## config.mk

```make
export PLATFORM = sky130hd
export DESIGN_NAME = counter_cmd_seq
export DESIGN_NICKNAME = d
export VERILOG_FILES = /design/src/rtl/counter_pkg.sv /design/src/rtl/cmd_fifo.sv /design/src/rtl/counter_cmd_seq.sv
export SDC_FILE = /design/constraint.sdc
export NUM_CORES = 1
export LEC_CHECK = 0
export CAP_MARGIN = 20
export CORE_MARGIN = 2
export CORE_UTILIZATION = 51
export CTS_CLUSTER_DIAMETER = 150
export CTS_CLUSTER_SIZE = 40
export DETAILED_ROUTE_END_ITERATION = 10
export PLACE_DENSITY = 0.75
export SYNTH_ARGS = -nofsm -noshare
export SYNTH_HDL_FRONTEND = slang
export SYNTH_SLANG_ARGS = --single-unit
```

## constraint.sdc

```tcl
create_clock -name clk -period 2.2 [get_ports clk]
set_clock_uncertainty 0.1 [all_clocks]
set_input_delay 0.22 -clock clk [delete_from_list [all_inputs] [get_ports clk]]
set_output_delay 0.22 -clock clk [all_outputs]
set_load 0.1 [all_outputs]
```

## src/rtl/counter_pkg.sv

```systemverilog
// Shared types for the counter command sequencer: opcodes, FSM states and the
// default-width command record.
package counter_pkg;

  localparam int unsigned WIDTH  = 4;
  localparam int unsigned STEP_W = 8;

  typedef enum logic [1:0] {
    OP_LOAD = 2'd0,
    OP_UP   = 2'd1,
    OP_DOWN = 2'd2,
    OP_HOLD = 2'd3
  } cmd_op_e;

  typedef enum logic [1:0] {
    IDLE,
    LOAD,
    RUN,
    HOLD
  } seq_state_e;

  typedef struct packed {
    cmd_op_e             op;
    logic [WIDTH-1:0]    data;
    logic [STEP_W-1:0]   steps;
  } cmd_t;

endpackage

```

## src/rtl/cmd_fifo.sv

```systemverilog
// Synchronous command FIFO with full/empty flags; pointers carry one extra
// wrap bit so full and empty are distinguishable without a counter.
module cmd_fifo import counter_pkg::*; #(
  parameter int unsigned DEPTH   = 4,
  parameter type         entry_t = cmd_t
) (
  input  logic   clk,
  input  logic   rst_n,
  input  logic   push,
  input  entry_t wdata,
  input  logic   pop,
  output entry_t rdata,
  output logic   full,
  output logic   empty
);

  localparam int unsigned AW = (DEPTH > 1) ? $clog2(DEPTH) : 1;

  entry_t          mem_q [DEPTH];
  logic   [AW:0]   wr_ptr_q;
  logic   [AW:0]   rd_ptr_q;

  always_ff @(posedge clk or negedge rst_n) begin
    if (!rst_n) begin
      wr_ptr_q <= '0;
      rd_ptr_q <= '0;
    end else begin
      if (push && !full) wr_ptr_q <= wr_ptr_q + 1'b1;
      if (pop && !empty) rd_ptr_q <= rd_ptr_q + 1'b1;
    end
  end

  // Storage needs no reset: entries are only read once the pointers say valid.
  always_ff @(posedge clk) begin
    if (push && !full) mem_q[wr_ptr_q[AW-1:0]] <= wdata;
  end

  assign rdata = mem_q[rd_ptr_q[AW-1:0]];
  assign empty = (wr_ptr_q == rd_ptr_q);
  assign full  = (wr_ptr_q[AW] != rd_ptr_q[AW]) &&
                 (wr_ptr_q[AW-1:0] == rd_ptr_q[AW-1:0]);

endmodule

```

## src/rtl/counter_cmd_seq.sv

```systemverilog
// Command sequencer driving an up/down counter's load_n/ce/up_down/data_load pins.
// Define COUNTER_CMD_SEQ_SAT_STOP_EN to stop counts at max_count/zero instead of wrapping.
module counter_cmd_seq #(
  parameter int unsigned WIDTH      = counter_pkg::WIDTH,
  parameter int unsigned STEP_W     = 8,
  parameter int unsigned FIFO_DEPTH = 4
) (
  input  logic                 clk,
  input  logic                 rst_n,
  input  logic                 cmd_valid,
  output logic                 cmd_ready,
  input  counter_pkg::cmd_op_e cmd_op,
  input  logic [WIDTH-1:0]     cmd_data,
  input  logic [STEP_W-1:0]    cmd_steps,
  output logic                 load_n,
  output logic                 ce,
  output logic                 up_down,
  output logic [WIDTH-1:0]     data_load,
  input  logic                 max_count,
  input  logic                 zero,
  output logic                 busy,
  output logic                 done,
  output logic                 sat
);

  import counter_pkg::*;

  typedef struct packed {
    cmd_op_e            op;
    logic [WIDTH-1:0]   data;
    logic [STEP_W-1:0]  steps;
  } cmd_entry_t;

  cmd_entry_t        push_entry;
  cmd_entry_t        head;
  logic              fifo_full;
  logic              fifo_empty;
  logic              push;
  logic              pop;

  seq_state_e        state_q, state_d;
  logic [STEP_W-1:0] step_cnt_q, step_cnt_d;
  logic              load_n_q, load_n_d;
  logic              ce_q, ce_d;
  logic              up_down_q, up_down_d;
  logic [WIDTH-1:0]  data_load_q, data_load_d;
  logic              done_q, done_d;
  logic              sat_q, sat_d;
  logic              stop;
  logic              last_step;

  assign push_entry = '{op: cmd_op, data: cmd_data, steps: cmd_steps};
  assign cmd_ready  = !fifo_full;
  assign push       = cmd_valid && cmd_ready;
  assign pop        = (state_q == IDLE) && !fifo_empty;

  cmd_fifo #(
    .DEPTH   (FIFO_DEPTH),
    .entry_t (cmd_entry_t)
  ) u_cmd_fifo (
    .clk   (clk),
    .rst_n (rst_n),
    .push  (push),
    .wdata (push_entry),
    .pop   (pop),
    .rdata (head),
    .full  (fifo_full),
    .empty (fifo_empty)
  );

`ifdef COUNTER_CMD_SEQ_SAT_STOP_EN
  // Counter already at the limit it is heading for: suppress this enable.
  assign stop = (state_q == RUN) && ce_q && (up_down_q ? max_count : zero);
`else
  logic unused_flags;
  assign unused_flags = max_count ^ zero;
  assign stop         = 1'b0;
`endif

  assign last_step = stop || (step_cnt_q <= STEP_W'(1));

  always_ff @(posedge clk or negedge rst_n) begin
    if (!rst_n) begin
      state_q     <= IDLE;
      step_cnt_q  <= '0;
      load_n_q    <= 1'b1;
      ce_q        <= 1'b0;
      up_down_q   <= 1'b0;
      data_load_q <= '0;
      done_q      <= 1'b0;
      sat_q       <= 1'b0;
    end else begin
      state_q     <= state_d;
      step_cnt_q  <= step_cnt_d;
      load_n_q    <= load_n_d;
      ce_q        <= ce_d;
      up_down_q   <= up_down_d;
      data_load_q <= data_load_d;
      done_q      <= done_d;
      sat_q       <= sat_d;
    end
  end

  always_comb begin
    state_d    = state_q;
    step_cnt_d = step_cnt_q;
    unique case (state_q)
      IDLE: begin
        if (pop) begin
          step_cnt_d = head.steps;
          unique case (head.op)
            OP_LOAD:        state_d = LOAD;
            OP_UP, OP_DOWN: state_d = RUN;
            OP_HOLD:        state_d = HOLD;
          endcase
        end
      end
      LOAD: state_d = IDLE;
      RUN, HOLD: begin
        if (last_step) state_d    = IDLE;
        else           step_cnt_d = step_cnt_q - STEP_W'(1);
      end
    endcase
  end

  // Registered pin values for the next cycle, aligned with state_d.
  always_comb begin
    load_n_d    = 1'b1;
    ce_d        = 1'b0;
    up_down_d   = up_down_q;
    data_load_d = data_load_q;
    done_d      = 1'b0;
    sat_d       = sat_q;
    unique case (state_q)
      IDLE: begin
        if (pop) begin
          sat_d = 1'b0;
          unique case (head.op)
            OP_LOAD: begin
              load_n_d    = 1'b0;
              data_load_d = head.data;
            end
            OP_UP, OP_DOWN: begin
              ce_d      = (head.steps != '0);
              up_down_d = (head.op == OP_UP);
            end
            OP_HOLD: ;
          endcase
        end
      end
      LOAD: done_d = 1'b1;
      RUN: begin
        if (last_step) done_d = 1'b1;
        else           ce_d   = 1'b1;
        if (stop)      sat_d  = 1'b1;
      end
      HOLD: begin
        if (last_step) done_d = 1'b1;
      end
    endcase
  end

  assign load_n    = load_n_q;
  assign ce        = ce_q && !stop;
  assign up_down   = up_down_q;
  assign data_load = data_load_q;
  assign done      = done_q;
  assign sat       = sat_q;
  assign busy      = (state_q != IDLE) || !fifo_empty;

endmodule

```

==> reports/metrics.yaml, run 1 <==
die:
  dieHeight_um: 86.2
  start_util_pct: 53.4
  die_x_um: 86.2
  io_pins: 30
  rows: 29
  dieArea_mm2: 0.00743
  core_area_mm2: 0.00646
layout:
  final_cells: 339
  syn_to_final_growth_pct: 20.1
  nFillCells: 459
  layout-drive-gt1-share_pct: 22.9
  antenna_cells: 0
  finish.net_count: 286
job:
  cap_violations: 0
synth:
  synth_common_cells: "edfxtp_1 (56), dfrtp_1 (23), mux4_1 (12), inv_1 (11)"
  ys_ff_latch: 80
  avgSynthCellArea_um2: 16.5
  yosysSeqAreaShare_pct: 66.3
  ys_types: 41
  netlist_top_cells_area: "edfxtp_1 (49%), dfrtp_1 (17%), mux4_1 (9.2%)"
  synth_most_common_cell: "edfxtp_1"
  yosys.area.top_type: "edfxtp_1"
  synth_edf_count: 56
  synthArstFlopShare_pct: 30.0
  synth_top_area_share_pct: 48.8
  netlist_instances: 209
  synth.cell_area_mm2: 0.00345
  syn-num-nets: 238
  synth_warnings: 0
  synth_ff_type: "edfxtp_1"
route:
  drt-initial-drc-count: 96
  routedWlPerCell_um: 18.3
  drtAntennaViolNets: 0
  dr.pass1.iters: 4
  drc: 0
  vias: 1939
  routed_via_density: 5.72
  wl_mm: 6.19
global_routing:
  overflow: 0
  grt_start_max_net_pins: 25
  antenna_found_initial: 0
  grt_pass1_wl_mm: 10.3
  grt_pass1_vias: 2017
  grt_usage_pct: 19.0
placement:
  globalplace.congestion: 0.858
  dp_hpwl_mm: 4.09
  dp.cells: 323
  port_buffers: 26
clock_tree:
  root_buffer: "clkbuf_8"
  cts_tree: "built"
  clkTransAtPathRegs_ns: 0.08
  cts_setup_buffers: 0
  insertion_delay_ns: 0.35
  htreeDepth: 3
  postCtsHoldBufs: 0
  cts_buffer_depth: 2
  clkSinkCount: 80
  numCtsBuffers: 9
critical_path:
  worstPathRequired_ns: 2.32
  r2r_start: "u_cmd_fifo.rd_ptr_q[0]$_DFFE_PN0P_"
  worst-path-max-fanout: 4
  cp-end-kind: "flip-flop"
  reg2regPathDepth: 5
  reg2reg_slack_ns: 0.09
  worstSetupPathType: "reg -> reg"
  critPathLaunchType: "flip-flop"
  r2r-end: "ce$_DFF_PN0_"
  arrival_ns: 2.24
status:
  status: "finished clean"
timing:
  max_freq_mhz: 473
  setup_tns_ns: 0
  layout_min_cycle_time_ns: 2.11
  slew_viol_final: 0
  setup_viol: 0
  rsz0062_at_grt: "false"
  finalHoldViolCount: 0
  min_period_over_period_pct: 96.1
hold_path:
  hold_class: "in -> async"
power:
  leakagePower_uw: 0.00159
  ir_worst_vdd_mv: 0.830
  power.density_mw_per_mm2: 1500
## placed cells by master, fill, tap and decap left out, drive strengths merged, types with 3 or more instances in the layout
| cell | instances |
|---|---|
| edfxtp | 56 |
| buf | 30 |
| dfrtp | 23 |
| clkdlybuf4s50 | 16 |
| mux4 | 14 |
| clkbuf | 12 |
| inv | 11 |
| nand2 | 10 |
| ha | 10 |
| o21ai | 8 |
| nor2 | 6 |
| mux2 | 6 |
| xnor2 | 5 |
| o22ai | 5 |
| nor3 | 5 |
| and2 | 4 |
| a21oi | 4 |
| or4 | 3 |
| xor2 | 3 |
| a31oi | 3 |
| nand3 | 3 |
| o2bb2ai | 3 |
## worst max path at each step
stage                           to  slack, ns                          startpoint
5_1_grt        up_down$_DFFE_PN0P_      0.009  u_cmd_fifo.rd_ptr_q[0]$_DFFE_PN0P_
4_1_cts               ce$_DFF_PN0_       0.05  u_cmd_fifo.rd_ptr_q[0]$_DFFE_PN0P_
6_report              ce$_DFF_PN0_       0.09  u_cmd_fifo.rd_ptr_q[0]$_DFFE_PN0P_
3_3_place_gp          ce$_DFF_PN0_       0.05  u_cmd_fifo.rd_ptr_q[0]$_DFFE_PN0P_
2_1_floorplan                 busy       0.07  u_cmd_fifo.rd_ptr_q[0]$_DFFE_PN0P_
3_5_place_dp          ce$_DFF_PN0_       0.06  u_cmd_fifo.rd_ptr_q[0]$_DFFE_PN0P_
## routing by layer
metal	part of all wire [%]	vias to the layer above	GRT usage (%)
met5	0	-	0
met4	1.9	0	8.52
met1	44	974	25.2
met2	49	55	29.7
li1	-	901	-
met3	4.6	9	5.33
## repair_timing
| item | CTS | global route |
|---|---|---|
| gates resized for setup | 0 | 3 |
| setup endpoints to repair | 0 | 1 |
| hold endpoints to repair | 0 | 0 |
## kinds of logic (layout without fill, tap and decap cells)
group	Yosys count	after routing	synth area share [%]
buf+inv	20	73	3.59
simple gates	40	40	5.99
other cells	1	1	0.109
mux	21	21	12.7
flops	80	80	66.3
fa+ha+maj	10	10	3.63
xor+xnor	8	8	2.03
compound gates	29	29	5.66
## power by group
group | switching [µW] | internal (µW)
logic | 1600 | 1130
registers | 259 | 2090
clock network | 517 | 624
## per-stage QoR
step	instance area (µm²)	util (%)	power (µW)	worst slack [ns]	hold WS [ns]
floorplan	3450	-	4210	0.0740	-0.176
detailed placement	3930	60.9	5070	0.0581	0.399
CTS	4150	64.3	6240	0.0479	0.140
global placement	3930	60.9	5000	0.0540	0.393
finish	4140	64.1	6210	0.0852	0.133
global route	4140	64.1	6580	0.00906	0.183
## sequential cells by signal, indices dropped and copies added (netlist names)
signal and cells:
u_cmd_fifo.rd_ptr_q 3, done 1, data_load 4, load_n 1, step_cnt_q 8, up_down 1, u_cmd_fifo.mem_q 56, ce 1
state_q 2, u_cmd_fifo.wr_ptr_q 3
## worst max-delay path, cell delays in order, from the launching register on
cell and delay [ns]:
dfrtp_1 0.37, buf_4 0.15, mux4_1 0.59, or4_1 0.54
nor2_1 0.16, o22ai_1 0.08
## cell type report
class | count | area, µm² | area share, %
Inverter | 11 | 41.3 | 0.998
Clock inverter | 4 | 51.3 | 1.24
Sequential cell | 80 | 2280 | 55.2
Clock buffer | 12 | 166 | 4.02
Multi-Input combinational cell | 109 | 1030 | 24.8
Tap cell | 77 | 96.3 | 2.33
Timing Repair Buffer | 46 | 473 | 11.4
Note: power is estimated with default switching activity, not from simulation.
==> run 2, diff against run 1 <==
Settings changed: CORE_UTILIZATION 51 to 59, PLACE_DENSITY 0.75 to 0.81, SYNTH_HIERARCHICAL set to 1.
Clock period 2.2 ns to 2.55 ns, I/O delays scaled along.
==> run 2 against run 1 <==
  * Non-clock buffer count is 9 lower
  * Flip-flop and latch count stayed put
  * Die area is 9.4% lower
  * Area after synthesis is 4.3% higher
  * Worst setup slack better by 0.20 ns
  * Largest power group unchanged
  * Via count is 4.5% higher
  * Maximum frequency is 6.5% lower
  * Sequential power is 14% lower
  * Register-to-register slack better by 0.20 ns
  * Final area is 0.85% higher
  * Highest routed layer unchanged
  * Wire length is 1.3% lower
  * Cell count is 0.59% higher
==> reports/metrics.yaml, run 2 <==
status:
  status: "finished clean"  # unchanged
die:
  die_x_um: 82.1  # was 86.2 µm
  dieArea_mm2: 0.00673  # was 0.00743 mm²
  start_util_pct: 60.7  # was 53.4%
  core_area_mm2: 0.00592  # was 0.00646 mm²
  io_pins: 30  # unchanged
  dieHeight_um: 82.1  # was 86.2 µm
  rows: 28  # was 29
placement:
  globalplace.congestion: 0.801  # was 0.858
  dp.cells: 325  # was 323
  dp_hpwl_mm: 4.14  # was 4.09 mm
  pre_cts_slack_ns: 0.323  # was 0.0581 ns
  port_buffers: 26  # unchanged
global_routing:
  grt_pass1_wl_mm: 9.67  # was 10.3 mm
  overflow: 0  # unchanged
  grt_usage_pct: 20.4  # was 19.0%
  grt_start_max_net_pins: 25  # unchanged
  antenna_found_initial: 0  # unchanged
  grt_pass1_vias: 1924  # was 2017
synth:
  synth_warnings: 6  # was 0
  synth_edf_count: 56  # unchanged
  yosysSeqAreaShare_pct: 63.5  # was 66.3%
  netlist_top_cells_area: "edfxtp_1 (47%), dfrtp_1 (16%), mux4_2 (6.9%)"  # was edfxtp_1 (49%), dfrtp_1 (17%), mux4_1 (9.2%)
  netlist_instances: 222  # was 209
  synth.cell_area_mm2: 0.00359  # was 0.00345 mm²
  yosys.area.top_type: "edfxtp_1"  # unchanged
  synth_ff_type: "edfxtp_1"  # unchanged
  syn-num-nets: 251  # was 238
  synth_top_area_share_pct: 46.8  # was 48.8%
  ys_types: 54  # was 41
  synth_common_cells: "edfxtp_1 (56), dfrtp_1 (23), mux4_2 (11), ha_1 (10), inv_1 (10)"  # was edfxtp_1 (56), dfrtp_1 (23), mux4_1 (12), inv_1 (11)
  synth_most_common_cell: "edfxtp_1"  # unchanged
  ys_ff_latch: 80  # unchanged
  avgSynthCellArea_um2: 16.2  # was 16.5 µm²
  synthArstFlopShare_pct: 30.0  # unchanged
critical_path:
  reg2reg_slack_ns: 0.29  # was 0.09 ns
  cp-end-kind: "flip-flop"  # unchanged
  arrival_ns: 2.19  # was 2.24 ns
  crit_path_max_incr_delay_ns: 0.48  # was 0.59 ns
  path_cells: "xnor2_2 > nand3_1 > inv_1 > nor2b_1 > inv_1 > a31oi_2 > and2_1 > buf_4"  # was buf_4 > mux4_1 > or4_1 > nor2_1 > o22ai_1
  r2r-end: "u_cmd_fifo/mem_q[2][6]$_DFFE_PP_"  # was ce$_DFF_PN0_
  worstPathRequired_ns: 2.48  # was 2.32 ns
  cp_slowest_cell: "dfrtp_1"  # was mux4_1
  worstSetupPathType: "reg -> reg"  # unchanged
  path_common_cell: "inv_1"
  critPathLaunchType: "flip-flop"  # unchanged
  reg2regPathDepth: 8  # was 5
  worst-path-max-fanout: 14  # was 4
  r2r_start: "u_cmd_fifo/rd_ptr_q[0]$_DFFE_PN0P_"  # was u_cmd_fifo.rd_ptr_q[0]$_DFFE_PN0P_
timing:
  fin_ws_ns: 0.289  # was 0.0852 ns
  max_freq_mhz: 442  # was 473 MHz
  relSlewSlack_pct: 48.5
  rsz0062_at_grt: "false"  # unchanged
  slew_viol_final: 0  # unchanged
  setup_tns_ns: 0  # unchanged
  layout_min_cycle_time_ns: 2.26  # was 2.11 ns
  worstMarginPinSlew_ns: 0.766
  finalHoldViolCount: 0  # unchanged
  setup_viol: 0  # unchanged
  min_period_over_period_pct: 88.7  # was 96.1%
route:
  dr.pass1.iters: 4  # unchanged
  drt-initial-drc-count: 155  # was 96
  drtAntennaViolNets: 0  # unchanged
  vias: 2027  # was 1939
  routed_via_density: 5.94  # was 5.72
  drc: 0  # unchanged
  routedWlPerCell_um: 17.9  # was 18.3 µm
  wl_mm: 6.11  # was 6.19 mm
clock_tree:
  cts_buffer_depth: 2  # unchanged
  htreeDepth: 3  # unchanged
  cts_setup_buffers: 0  # unchanged
  clkTransAtPathRegs_ns: 0.08  # about the same
  numCtsBuffers: 9  # unchanged
  insertion_delay_ns: 0.34  # was 0.35 ns
  cts-resized-gates: 0  # unchanged
  clkSinkCount: 80  # unchanged
  root_buffer: "clkbuf_8"  # unchanged
  postCtsHoldBufs: 0  # unchanged
  cts_tree: "built"  # unchanged
layout:
  syn_to_final_growth_pct: 16.1  # was 20.1%
  layout-drive-gt1-share_pct: 24.8  # was 22.9%
  nFillCells: 401  # was 459
  finish.net_count: 290  # was 286
  final_common_cell: "edfxtp_1"  # unchanged
  antenna_cells: 0  # unchanged
  largest_reg_flops: 56  # unchanged
  final_cell_mix: "edfxtp_1 (56), dfrtp_1 (23), buf_4 (19)"  # was edfxtp_1 (56), dfrtp_1 (23), buf_4 (23)
  final_cells: 341  # was 339
power:
  leakagePower_uw: 0.00159  # about the same
  ir_worst_vdd_mv: 0.777  # was 0.830 mV
  power.density_mw_per_mm2: 1330  # was 1500 mW/mm²
hold_path:
  hold_class: "in -> async"  # unchanged
job:
  cap_violations: 0  # unchanged
run 2: cell count changes after synthesis, moves of 3 or more:
cell     previous run  this run
xnor2_1             5         2
a21o_1              0         4
nor2_1              6         9
o22ai_1             5         2
a21oi_1             4         7
buf_6               1         4
nand2_1            10         6
o22a_1              0         5
or4_1               3         0
o21ai_0             8         5
mux4_2              2        11
mux4_1             12         3
run 2: cell families (layout without fill, tap and decap cells):
group,Yosys count,count (layout),synth area share (%)
and+or+nand+nor,44,44,7.17
adders and majority gates,10,10,3.48
other,1,1,0.104
muxes,20,20,10.9
AOI/OAI and AO/OA,39,39,8.95
DFF,80,80,63.5
xor gates and xnor gates,7,7,2.33
buffers and inverters,21,65,3.52
run 2: per-layer routing:
layer	part of all wire, %	GRT usage (%)
met4	0.87	6.83
met5	0	0
met3	4.4	5.05
met1	46	28.4
met2	49	31.7
run 2: how the worst max path moves through the flow:
| stage | start | to | slack, ns |
|---|---|---|---|
| 2_1_floorplan | u_cmd_fifo/rd_ptr_q[0]$_DFFE_PN0P_ | u_cmd_fifo/mem_q[0][0]$_DFFE_PP_ | 0.27 |
| 3_3_place_gp | u_cmd_fifo/rd_ptr_q[0]$_DFFE_PN0P_ | u_cmd_fifo/mem_q[0][8]$_DFFE_PP_ | 0.35 |
| 3_5_place_dp | u_cmd_fifo/rd_ptr_q[0]$_DFFE_PN0P_ | data_load[0]$_DFFE_PN0P_ | 0.32 |
| 4_1_cts | u_cmd_fifo/rd_ptr_q[0]$_DFFE_PN0P_ | data_load[1]$_DFFE_PN0P_ | 0.31 |
| 5_1_grt | u_cmd_fifo/rd_ptr_q[0]$_DFFE_PN0P_ | u_cmd_fifo/mem_q[1][7]$_DFFE_PP_ | 0.17 |
| 6_report | u_cmd_fifo/rd_ptr_q[0]$_DFFE_PN0P_ | u_cmd_fifo/mem_q[2][6]$_DFFE_PP_ | 0.29 |
run 2: critical path: cells and delay by family, from the launching register on:
| kind | cells | cell delay (ns) |
|---|---|---|
| AOI/OAI and AO/OA | 1 | 0.26 |
| DFF | 1 | 0.48 |
| and+or+nand+nor | 3 | 0.51 |
| buffers and inverters | 3 | 0.38 |
| xor gates and xnor gates | 1 | 0.22 |
run 2: through the flow:
step	utilization (%)	cell area [µm²]	hold WS, ns	total power [µW]
final	70.5	4170	0.170	5550
after global routing	70.5	4170	0.192	5860
after CTS	70.5	4170	0.181	5580
after detailed placement	66.8	3960	0.383	4570
after global placement	66.8	3960	0.359	4500
after floorplan	-	3590	-0.141	3970
run 2: area by class of cell:
cell class	count	area [µm²]	area share, %
flip-flops and latches	80	2280	54.7
multi-input cells	121	1180	28.4
repair buffers	37	343	8.21
inverters	12	50.0	1.20
well taps	75	93.8	2.25
clock buffers	9	124	2.97
clock inverters	7	95.1	2.28
run 2: where the power goes:
| group | internal, µW | leakage, µW | switching [µW] |
|---|---|---|---|
| Sequential | 1790 | 0.000797 | 221 |
| Clock | 553 | 0.000111 | 455 |
| Combinational | 977 | 0.000679 | 1560 |
